--- src/rtl/range_frame_tx_if.sv ---
// Host and receiver-facing signal bundle for range_frame_tx.
// master: host/receiver side (drives samples, send, range_in).
// slave: the frame transmitter itself.
interface range_frame_tx_if #(
  parameter int WIDTH = 10
);
  logic             wr_en;
  logic [WIDTH-1:0] wr_data;
  logic             send;
  logic [WIDTH-1:0] data_out;
  logic             go;
  logic             finish;
  logic [WIDTH-1:0] range_in;
  logic [WIDTH-1:0] result;
  logic             result_valid;
  logic             mismatch;
  logic             send_err;
  logic             busy;
  logic             full;
  logic             empty;

  modport master (
    output wr_en, wr_data, send, range_in,
    input  data_out, go, finish, result, result_valid, mismatch,
    input  send_err, busy, full, empty
  );

  modport slave (
    input  wr_en, wr_data, send, range_in,
    output data_out, go, finish, result, result_valid, mismatch,
    output send_err, busy, full, empty
  );
endinterface

--- src/rtl/range_frame_tx.sv ---
// Frame transmitter: buffers samples, emits go/samples/finish, captures and checks range.
// Latency: go one cycle after send; result_valid N+3 cycles after send for an N-sample frame.
// Backpressure: pushes into a full FIFO are dropped unless a pop frees a slot that cycle.
module range_frame_tx #(
  parameter int WIDTH = 10,
  parameter int DEPTH = 16
) (
  input logic             clock,
  input logic             reset,
  range_frame_tx_if.slave bus
);
  localparam int AW = $clog2(DEPTH);
  localparam int CW = $clog2(DEPTH) + 1;
  localparam logic [CW-1:0] DEPTH_C = CW'(DEPTH);
  localparam logic [CW-1:0] C_ONE   = CW'(1);
  localparam logic [AW-1:0] A_ONE   = AW'(1);

  typedef enum logic [2:0] {IDLE, START, STREAM, FIN1, FIN2, GAP} state_t;

  state_t           state, state_nxt;
  logic [WIDTH-1:0] mem [DEPTH];
  logic [AW-1:0]    wr_ptr, rd_ptr;
  logic [CW-1:0]    count, remain, remain_nxt;
  logic [WIDTH-1:0] head, min_r, max_r, data_r, result_r;
  logic             go_r, finish_r, rv_r, mis_r, serr_r, busy_r;
  logic             pop, push, load_first, serr_nxt, full_w;

  assign head   = mem[rd_ptr];
  assign full_w = (count == DEPTH_C);
  assign push   = bus.wr_en && (!full_w || pop);

  // Next-state: IDLE latches the frame length, START/STREAM pop one sample per cycle
  always_comb begin
    state_nxt  = state;
    remain_nxt = remain;
    pop        = 1'b0;
    load_first = 1'b0;
    serr_nxt   = 1'b0;
    case (state)
      IDLE: begin
        if (bus.send) begin
          if (count != '0) begin
            state_nxt  = START;
            pop        = 1'b1;
            load_first = 1'b1;
            remain_nxt = count - C_ONE;
          end else begin
            serr_nxt = 1'b1;
          end
        end
      end
      START, STREAM: begin
        if (remain == '0) begin
          state_nxt = FIN1;
        end else begin
          state_nxt  = STREAM;
          pop        = 1'b1;
          remain_nxt = remain - C_ONE;
        end
      end
      FIN1:    state_nxt = FIN2;
      FIN2:    state_nxt = GAP;
      GAP:     state_nxt = IDLE;
      default: state_nxt = IDLE;
    endcase
  end

  // State, min/max trackers and registered outputs (decoded from the next state)
  always_ff @(posedge clock or negedge reset) begin
    if (!reset) begin
      state    <= IDLE;
      remain   <= '0;
      min_r    <= '0;
      max_r    <= '0;
      data_r   <= '0;
      result_r <= '0;
      go_r     <= 1'b0;
      finish_r <= 1'b0;
      rv_r     <= 1'b0;
      mis_r    <= 1'b0;
      serr_r   <= 1'b0;
      busy_r   <= 1'b0;
    end else begin
      state    <= state_nxt;
      remain   <= remain_nxt;
      go_r     <= (state_nxt == START);
      finish_r <= (state_nxt == FIN1) || (state_nxt == FIN2);
      busy_r   <= (state_nxt != IDLE);
      serr_r   <= serr_nxt;
      rv_r     <= (state == FIN2);
      mis_r    <= 1'b0;
      if (pop) begin
        data_r <= head;
        if (load_first) begin
          min_r <= head;
          max_r <= head;
        end else begin
          if (head < min_r) min_r <= head;
          if (head > max_r) max_r <= head;
        end
      end
      // finish is still high in FIN2, so range_in is stable here
      if (state == FIN2) begin
        result_r <= bus.range_in;
        mis_r    <= (bus.range_in != (max_r - min_r));
      end
    end
  end

  // FIFO pointers and occupancy
  always_ff @(posedge clock or negedge reset) begin
    if (!reset) begin
      wr_ptr <= '0;
      rd_ptr <= '0;
      count  <= '0;
    end else begin
      if (push) wr_ptr <= wr_ptr + A_ONE;
      if (pop)  rd_ptr <= rd_ptr + A_ONE;
      if (push && !pop)      count <= count + C_ONE;
      else if (pop && !push) count <= count - C_ONE;
    end
  end

  // FIFO storage; contents are only meaningful where count says so
  always_ff @(posedge clock) begin
    if (push) mem[wr_ptr] <= bus.wr_data;
  end

  assign bus.data_out     = data_r;
  assign bus.go           = go_r;
  assign bus.finish       = finish_r;
  assign bus.result       = result_r;
  assign bus.result_valid = rv_r;
  assign bus.mismatch     = mis_r;
  assign bus.send_err     = serr_r;
  assign bus.busy         = busy_r;
  assign bus.full         = full_w;
  assign bus.empty        = (count == '0);
endmodule

--- src/flat_wrapper.sv ---
// flat-port wrapper written by rule: the top's interface ports become plain ports
module range_frame_tx_flat 
#(
  parameter int WIDTH = 10,
  parameter int DEPTH = 16
)
  (clock, reset, bus_wr_en, bus_wr_data, bus_send, bus_range_in, bus_data_out, bus_go, bus_finish, bus_result, bus_result_valid, bus_mismatch, bus_send_err, bus_busy, bus_full, bus_empty);
  range_frame_tx_if #(.WIDTH(WIDTH)) bus_i ();
  input logic clock;
  input logic reset;
  input wire logic [$bits(bus_i.wr_en)-1:0] bus_wr_en;
  input wire logic [$bits(bus_i.wr_data)-1:0] bus_wr_data;
  input wire logic [$bits(bus_i.send)-1:0] bus_send;
  input wire logic [$bits(bus_i.range_in)-1:0] bus_range_in;
  output wire logic [$bits(bus_i.data_out)-1:0] bus_data_out;
  output wire logic [$bits(bus_i.go)-1:0] bus_go;
  output wire logic [$bits(bus_i.finish)-1:0] bus_finish;
  output wire logic [$bits(bus_i.result)-1:0] bus_result;
  output wire logic [$bits(bus_i.result_valid)-1:0] bus_result_valid;
  output wire logic [$bits(bus_i.mismatch)-1:0] bus_mismatch;
  output wire logic [$bits(bus_i.send_err)-1:0] bus_send_err;
  output wire logic [$bits(bus_i.busy)-1:0] bus_busy;
  output wire logic [$bits(bus_i.full)-1:0] bus_full;
  output wire logic [$bits(bus_i.empty)-1:0] bus_empty;
  assign bus_i.wr_en = bus_wr_en;
  assign bus_i.wr_data = bus_wr_data;
  assign bus_i.send = bus_send;
  assign bus_i.range_in = bus_range_in;
  assign bus_data_out = bus_i.data_out;
  assign bus_go = bus_i.go;
  assign bus_finish = bus_i.finish;
  assign bus_result = bus_i.result;
  assign bus_result_valid = bus_i.result_valid;
  assign bus_mismatch = bus_i.mismatch;
  assign bus_send_err = bus_i.send_err;
  assign bus_busy = bus_i.busy;
  assign bus_full = bus_i.full;
  assign bus_empty = bus_i.empty;
  range_frame_tx #(.WIDTH(WIDTH), .DEPTH(DEPTH)) u_core (.clock(clock), .reset(reset), .bus(bus_i));
endmodule
--- config.mk ---
export PLATFORM = sky130hd
export DESIGN_NAME = range_frame_tx_flat
export DESIGN_NICKNAME = d
export VERILOG_FILES = /design/src/rtl/range_frame_tx_if.sv /design/src/rtl/range_frame_tx.sv /design/src/flat_wrapper.sv
export SDC_FILE = /design/constraint.sdc
export NUM_CORES = 1
export LEC_CHECK = 0
export ABC_AREA = 1
export ABC_CLOCK_PERIOD_IN_PS = 7600
export BUFFER_PORTS_ARGS = -buffer_cell sky130_fd_sc_hd__buf_2
export CAP_MARGIN = 30
export CORE_UTILIZATION = 23
export CTS_CLUSTER_DIAMETER = 50
export DETAILED_ROUTE_END_ITERATION = 8
export GPL_TIMING_DRIVEN = 1
export SETUP_SLACK_MARGIN = 0.4
export SYNTH_ARGS = -nofsm -noshare
export SYNTH_HDL_FRONTEND = slang
export SYNTH_SLANG_ARGS = --single-unit
export TNS_END_PERCENT = 20
--- constraint.sdc ---
create_clock -name clock -period 7.6 [get_ports clock]
set_input_delay 0.38 -clock clock [delete_from_list [all_inputs] [get_ports clock]]
set_output_delay 0.38 -clock clock [all_outputs]
set_load 0.1 [all_outputs]
Yosys cells after proc, flatten, opt, wreduce, memory -nomap -nowiden
Memory sizes are Yosys's and may differ from the RTL's.
Index checks and enable logic that the tools add are counted.
{"block": "op_classes", "n_eq_ne": 12, "n_reduce_logical": 21, "addsub": 6, "mux": 25, "n_lt_le_gt_ge": 2}
{"op": "$mux W10", "n": 4}
{"op": "$mux W5", "n": 5}
{"op": "$pmux W3 S4", "n": 1}
{"op": "$mux W1", "n": 11}
{"op": "$gt A10 B10 Y1", "n": 1}
{"op": "$logic_not A5 Y1", "n": 2}
{"op": "$lt A10 B10 Y1", "n": 1}
{"op": "$ne A10 B10 Y1", "n": 1}
{"op": "$pmux W5 S2", "n": 1}
{"op": "$sub A10 B10 Y10", "n": 1}
{"op": "$sub A5 B1 Y5 const B", "n": 2}
{"op": "$eq A3 B2 Y1 const B", "n": 3}
{"op": "$add A4 B1 Y4 const B", "n": 2}
{"op": "$reduce_bool A2 Y1", "n": 4}
{"op": "$eq A3 B1 Y1 const B", "n": 2}
{"op": "$eq A3 B3 Y1 const B", "n": 2}
{"op": "$mux W3", "n": 2}
{"op": "$add A5 B1 Y5 const B", "n": 1}
{"op": "$eq A5 B5 Y1 const B", "n": 1}
{"op": "$reduce_bool A5 Y1", "n": 1}
{"op": "$ne A2 B2 Y1 const B", "n": 2}
{"op": "$reduce_and A2 Y1", "n": 2}
{"op": "$reduce_and A4 Y1", "n": 1}
{"op": "$logic_and A1 B1 Y1", "n": 3}
{"op": "7 further kinds", "n": 10}
{"block": "word_totals", "in_bits": 24, "out_inout_bits": 28, "reg_bits": 67, "elab_cells": 82, "n_memories": 1, "mem_bits_rw": 160}
{"memory": "u_core.mem", "depth": 16, "width": 10, "read_ports": 1, "rd_ports_with_merged_regs": 0, "write_ports": 1, "line_no": "range_frame_tx.sv:21", "rtl": "logic [WIDTH-1:0] mem [DEPTH];"}

Logic depth before layout (Yosys ltp)
{"block": "logic_depth", "depth_word": 10, "ltp_mapped": 19, "ltp_nobuf": 17}

Worst setup path before layout
Ideal clock, no wire load.
{"block": "synth_path", "path_kind": "register -> register", "startpoint": "reg u_core.count[0]", "endpoint": "reg u_core.count[3]", "setup_time_ns": 0.079, "required_ns": 7.521, "setup_slack_ns": 4.344, "path_buffers": 1, "t_arrival_ns": 3.176, "stages_incl_launch_ff": 12, "synth_period_minus_slack_ns": 3.256, "cell_sequence": "dfrtp_1 inv_1 ha_1 nand2_1 nor2_1 nand2_2 nand2_2 inv_2 ha_1 clkbuf_1 a221oi_1 xor2_1"}
{"block": "synth_via", "word_cells_on_any_way": 17, "cone_classes": "2 x add/sub; 1 x eq/ne; 5 x mux; 9 x reduce/logical"}
{"element": "start: declaration", "line_no": "range_frame_tx.sv:23", "rtl": "logic [CW-1:0] count, remain, remain_nxt;"}
{"element": "start signal: assignment", "line_no": "range_frame_tx.sv:119", "rtl": "if (push && !pop) count <= count + C_ONE;"}
{"element": "start signal: assignment", "line_no": "range_frame_tx.sv:120", "rtl": "else if (pop && !push) count <= count - C_ONE;"}
{"element": "$eq A5 B5 Y1 *", "line_no": "range_frame_tx.sv:29", "rtl": "assign full_w = (count == DEPTH_C);"}
{"element": "named net bus_full", "line_no": "flat_wrapper.sv:23", "rtl": "output wire logic [$bits(bus_i.full)-1:0] bus_full;"}
{"element": "$logic_not A1 Y1 *", "line_no": "range_frame_tx.sv:30", "rtl": "assign push = bus.wr_en && (!full_w || pop);"}
{"element": "$logic_or A1 B1 Y1 *", "line_no": "range_frame_tx.sv:30"}
{"element": "$logic_and A1 B1 Y1 *", "line_no": "range_frame_tx.sv:30"}
{"element": "named net u_core.push", "line_no": "range_frame_tx.sv:26", "rtl": "logic pop, push, load_first, serr_nxt, full_w;"}
{"element": "$logic_not A1 Y1", "line_no": "range_frame_tx.sv:120"}
{"element": "$logic_and A1 B1 Y1", "line_no": "range_frame_tx.sv:120"}
{"element": "$reduce_bool A2 Y1 (no source line)"}
Mark *: on every way through the listed nets, which the timed path passes. The rest lies on a longest branch. The select of a mux whose other input is x is not followed.
A chain may end at the register's enable or synchronous reset.

Worst setup path after layout
{"block": "layout_path", "startpoint": "reg u_core.rd_ptr[0]", "endpoint": "reg u_core.max_r[4]"}
{"block": "layout_via", "elab_chain_len": 4, "word_cells_on_any_way": 6, "cone_classes": "1 x order compare; 2 x mux; 2 x reduce/logical; 1 x memory"}
{"element": "start: declaration", "line_no": "range_frame_tx.sv:22", "rtl": "logic [AW-1:0] wr_ptr, rd_ptr;"}
{"element": "start signal: assignment", "line_no": "range_frame_tx.sv:118", "rtl": "if (pop) rd_ptr <= rd_ptr + A_ONE;"}
{"element": "$mem_v2 Z16 W10 *"}
{"element": "named net u_core.head[4]", "line_no": "range_frame_tx.sv:24", "rtl": "logic [WIDTH-1:0] head, min_r, max_r, data_r, result_r;"}
{"element": "$gt A10 B10 Y1", "line_no": "range_frame_tx.sv:99", "rtl": "if (head > max_r) max_r <= head;"}
{"element": "$reduce_bool A2 Y1 (no source line)"}
{"element": "$reduce_and A2 Y1 (no source line)"}
{"element": "end signal: assignment", "line_no": "range_frame_tx.sv:74", "rtl": "max_r <= '0;"}
{"element": "end signal: assignment", "line_no": "range_frame_tx.sv:96", "rtl": "max_r <= head;"}
{"element": "end signal: assignment", "line_no": "range_frame_tx.sv:99"}
{"element": "end: declaration", "line_no": "range_frame_tx.sv:24"}
Marked as above.

==> metrics.yaml <==
detailed_routing:
  drt_iter0_markers: 569
  drt_first_pass_iters: 6
  routed_wirelength_um: 24200
  antenna_left: 0
  vias_per_cell: 4.35
  drc_errors: 0
  wl_per_cell_um: 15.2
  vias: 6952
final_layout:
  n_fill_cell: 4539
  final_nets: 1050
  seqCellArea_sq_mm: 0.00648
  diodes: 0
  final_util_pct: 27.5
  drive_above_1_share_pct: 14.4
  syn_to_final_growth_pct: 17.8
  multiInputGateArea_sq_mm: 0.00332
sta:
  relSlewSlack_pct: 38.4
  fmax_mhz: 244
  fin_tns_setup_ns: 0
  final.setup_skew_ns: 0.0163
  worst_pin_slew_ns: 0.924
  fin_crit_sh_pct: 53.8
  finalSetupViolCount: 0
  whs_ns: -0.0173
  fin_crit_ns: 4.09
  finalMaxSlewViolations: 0
  rsz0062_at_grt: "false"
  hold_viol: 20
yosys:
  muxShareOfSynthArea_pct: 0.0971
  synth_xor_area_share_pct: 2.46
  synth.area.top_cells: "edfxtp_1 (47%), dfrtp_1 (16%), nand2_1 (5.1%)"
  synth_top_area_cell: "edfxtp_1"
  synth_ff_type: "edfxtp_1"
  ys_types: 45
  synth-compound-area-share_pct: 11.3
  synth_common_cells: "edfxtp_1 (160), nand2_1 (141), nor2_1 (126), o21ai_0 (91)"
  synth_warnings: 0
  synthSimpleGateAreaFrac_pct: 13.4
  yosys_register_bits: 227
  ys_seq_area_share_pct: 62.8
  synthAdderAreaFrac_pct: 4.93
  synth_top_area_share_pct: 46.6
  syn-num-nets: 992
  synth_top_family_by_area: "simple AND/OR/NAND/NOR gates"
  synth_edf_count: 160
  netlist_area_sq_mm: 0.0103
  avgSynthCellArea_sq_um: 11.1
  ys_async_sr_fraction_pct: 29.5
  post-synth-top-count-cell: "edfxtp_1"
  synthCells: 928
placed_design:
  gp_congestion: 0.797
  io_buffer_count: 51
  dp.final_hpwl_um: 15400
setup_path:
  arrival_ns: 4.49
  worstSetupStartpointType: "flop"
  path_max_fanout: 83
  crit_path_end_kind: "flop"
  r2r-start: "u_core.rd_ptr[0]$_DFFE_PN0P_"
  startpoint: "u_core.rd_ptr[0]$_DFFE_PN0P_"
  path_class: "reg2reg"
  crit_required_ns: 8.00
die:
  die_x_um: 214
  coreArea_sq_mm: 0.0442
  die-area_sq_mm: 0.0457
  start_util_pct: 23.3
  rows: 77
  io_pins: 52
  dieHeight_um: 214
clock_tree:
  cts_htree_levels: 1
  root_buffer: "clkbuf_16"
  cts.clk_slew.worst_paths_ns: 0.06
  clockBufferDepth: 3
  insertion_delay_ns: 0.54
  cts.sinks: 227
  cts_hold_buffers: 0
  cts_tree: "built"
  numCtsBuffers: 27
  ctsResizeCount: 0
  cts_setup_buffers: 0
global_route:
  grt-ovfl-total: 0
  grtUsageTotal_pct: 10.6
  grt_pass1_wl_um: 37700
  grt_max_degree: 84
  antenna_found_initial: 2
  first_global_vias: 6689
run_status:
  outcome: "complete, but fails checks"
  violations: "negative hold slack"
run:
  max-cap-violations: 0
min_path:
  holdCritPathClass: "in2async"
## stage by stage
step | instance area, sq um | std cells | hold WS (ns) | worst slack [ns]
global route | 12100 | 1598 | 0.0615 | 3.11
finish | 12100 | 1598 | -0.0173 | 3.51
detailed placement | 11200 | 1549 | 0.454 | 3.55
floorplan | 10300 | 928 | 0.0844 | 4.34
global placement | 11200 | 1544 | 0.449 | 3.63
CTS | 12100 | 1598 | 0.0164 | 3.52
## final timing paths
path | end | depth (start not counted) | slack, ns
min in group clock | u_core.bus.result[5]$_DFFE_PN0P_ | 3 | 0.10
hold / removal | u_core.bus.result_valid$_DFF_PN0_ | 1 | -0.02
setup / recovery | u_core.max_r[4]$_DFFE_PN0P_ | 16 | 3.51
hold reg to reg | u_core.bus.result[0]$_DFFE_PN0P_ | 2 | 0.46
setup reg to reg | u_core.max_r[4]$_DFFE_PN0P_ | 16 | 3.51
max in group asynchronous | u_core.rd_ptr[0]$_DFFE_PN0P_ | 1 | 6.97
## cell families (layout without fill, tap and decap cells)
kind of cell	Yosys count	count (layout)
XOR/XNOR	29	29
flip-flops	227	227
adder cells (fa/ha/maj)	40	40
multiplexers	1	1
AND/OR/NAND/NOR	334	334
buffers and inverters	114	192
AO/OA/AOI/OAI	183	183
## metal layers
layer	track usage, %	share of wire [%]
met1	13.9	45
met2	17.8	48
met3	2.28	5.3
met5	0	0.083
met4	2.34	1.9
## final cells by class
class / instances / area share (%)
sequential: 227 / 53.4
tap: 592 / 6.10
multi-input combinational: 587 / 27.3
inverter: 73 / 2.28
timing repair buffer: 70 / 3.33
clock inverter: 19 / 1.94
clock buffer: 30 / 5.66
## critical path, stage by stage, from the launching register on
cell and delay [ns]:
dfrtp_2 0.34, buf_4 0.65, inv_4 0.50, o21ai_0 0.31, o22ai_1 0.09, o211ai_1 0.31, nand2_1 0.20, ha_1 0.32
nand2_1 0.06, nor2_1 0.15, nand4_1 0.10, o2111ai_1 0.10, o21ai_0 0.11, nand2_1 0.08, nand2_2 0.28, nor2_1 0.25
a21oi_2 0.04
## registers in the layout, indices dropped and copies added, names as in the netlist
name	cells
u_core.bus.result_valid	1
u_core.min_r	10
u_core.bus.go	1
u_core.bus.data_out	10
u_core.max_r	10
u_core.rd_ptr	4
u_core.bus.finish	1
u_core.state	3
u_core.bus.mismatch	1
u_core.bus.result	10
u_core.mem	160
u_core.count	5
u_core.wr_ptr	4
u_core.remain	5
u_core.bus.busy	1
u_core.bus.send_err	1
## placed cells by master (no fill, tap or decap), types with 6 or more instances in the layout
cell type and instances:
edfxtp_1 160, nand2_1 141, nor2_1 126, o21ai_0 91
inv_1 67, dfrtp_1 66, buf_2 50, nand3_1 46
ha_1 39, o221ai_1 29, clkbuf_16 27, xor2_1 20
buf_4 19, a21oi_1 14, xnor2_1 9, a31oi_1 9
a21oi_2 9, o22ai_1 8, o211ai_1 6
Power is left out: the tool's default activity adds up to more than one toggle a clock period on the data nets, which glitch-free logic cannot reach.
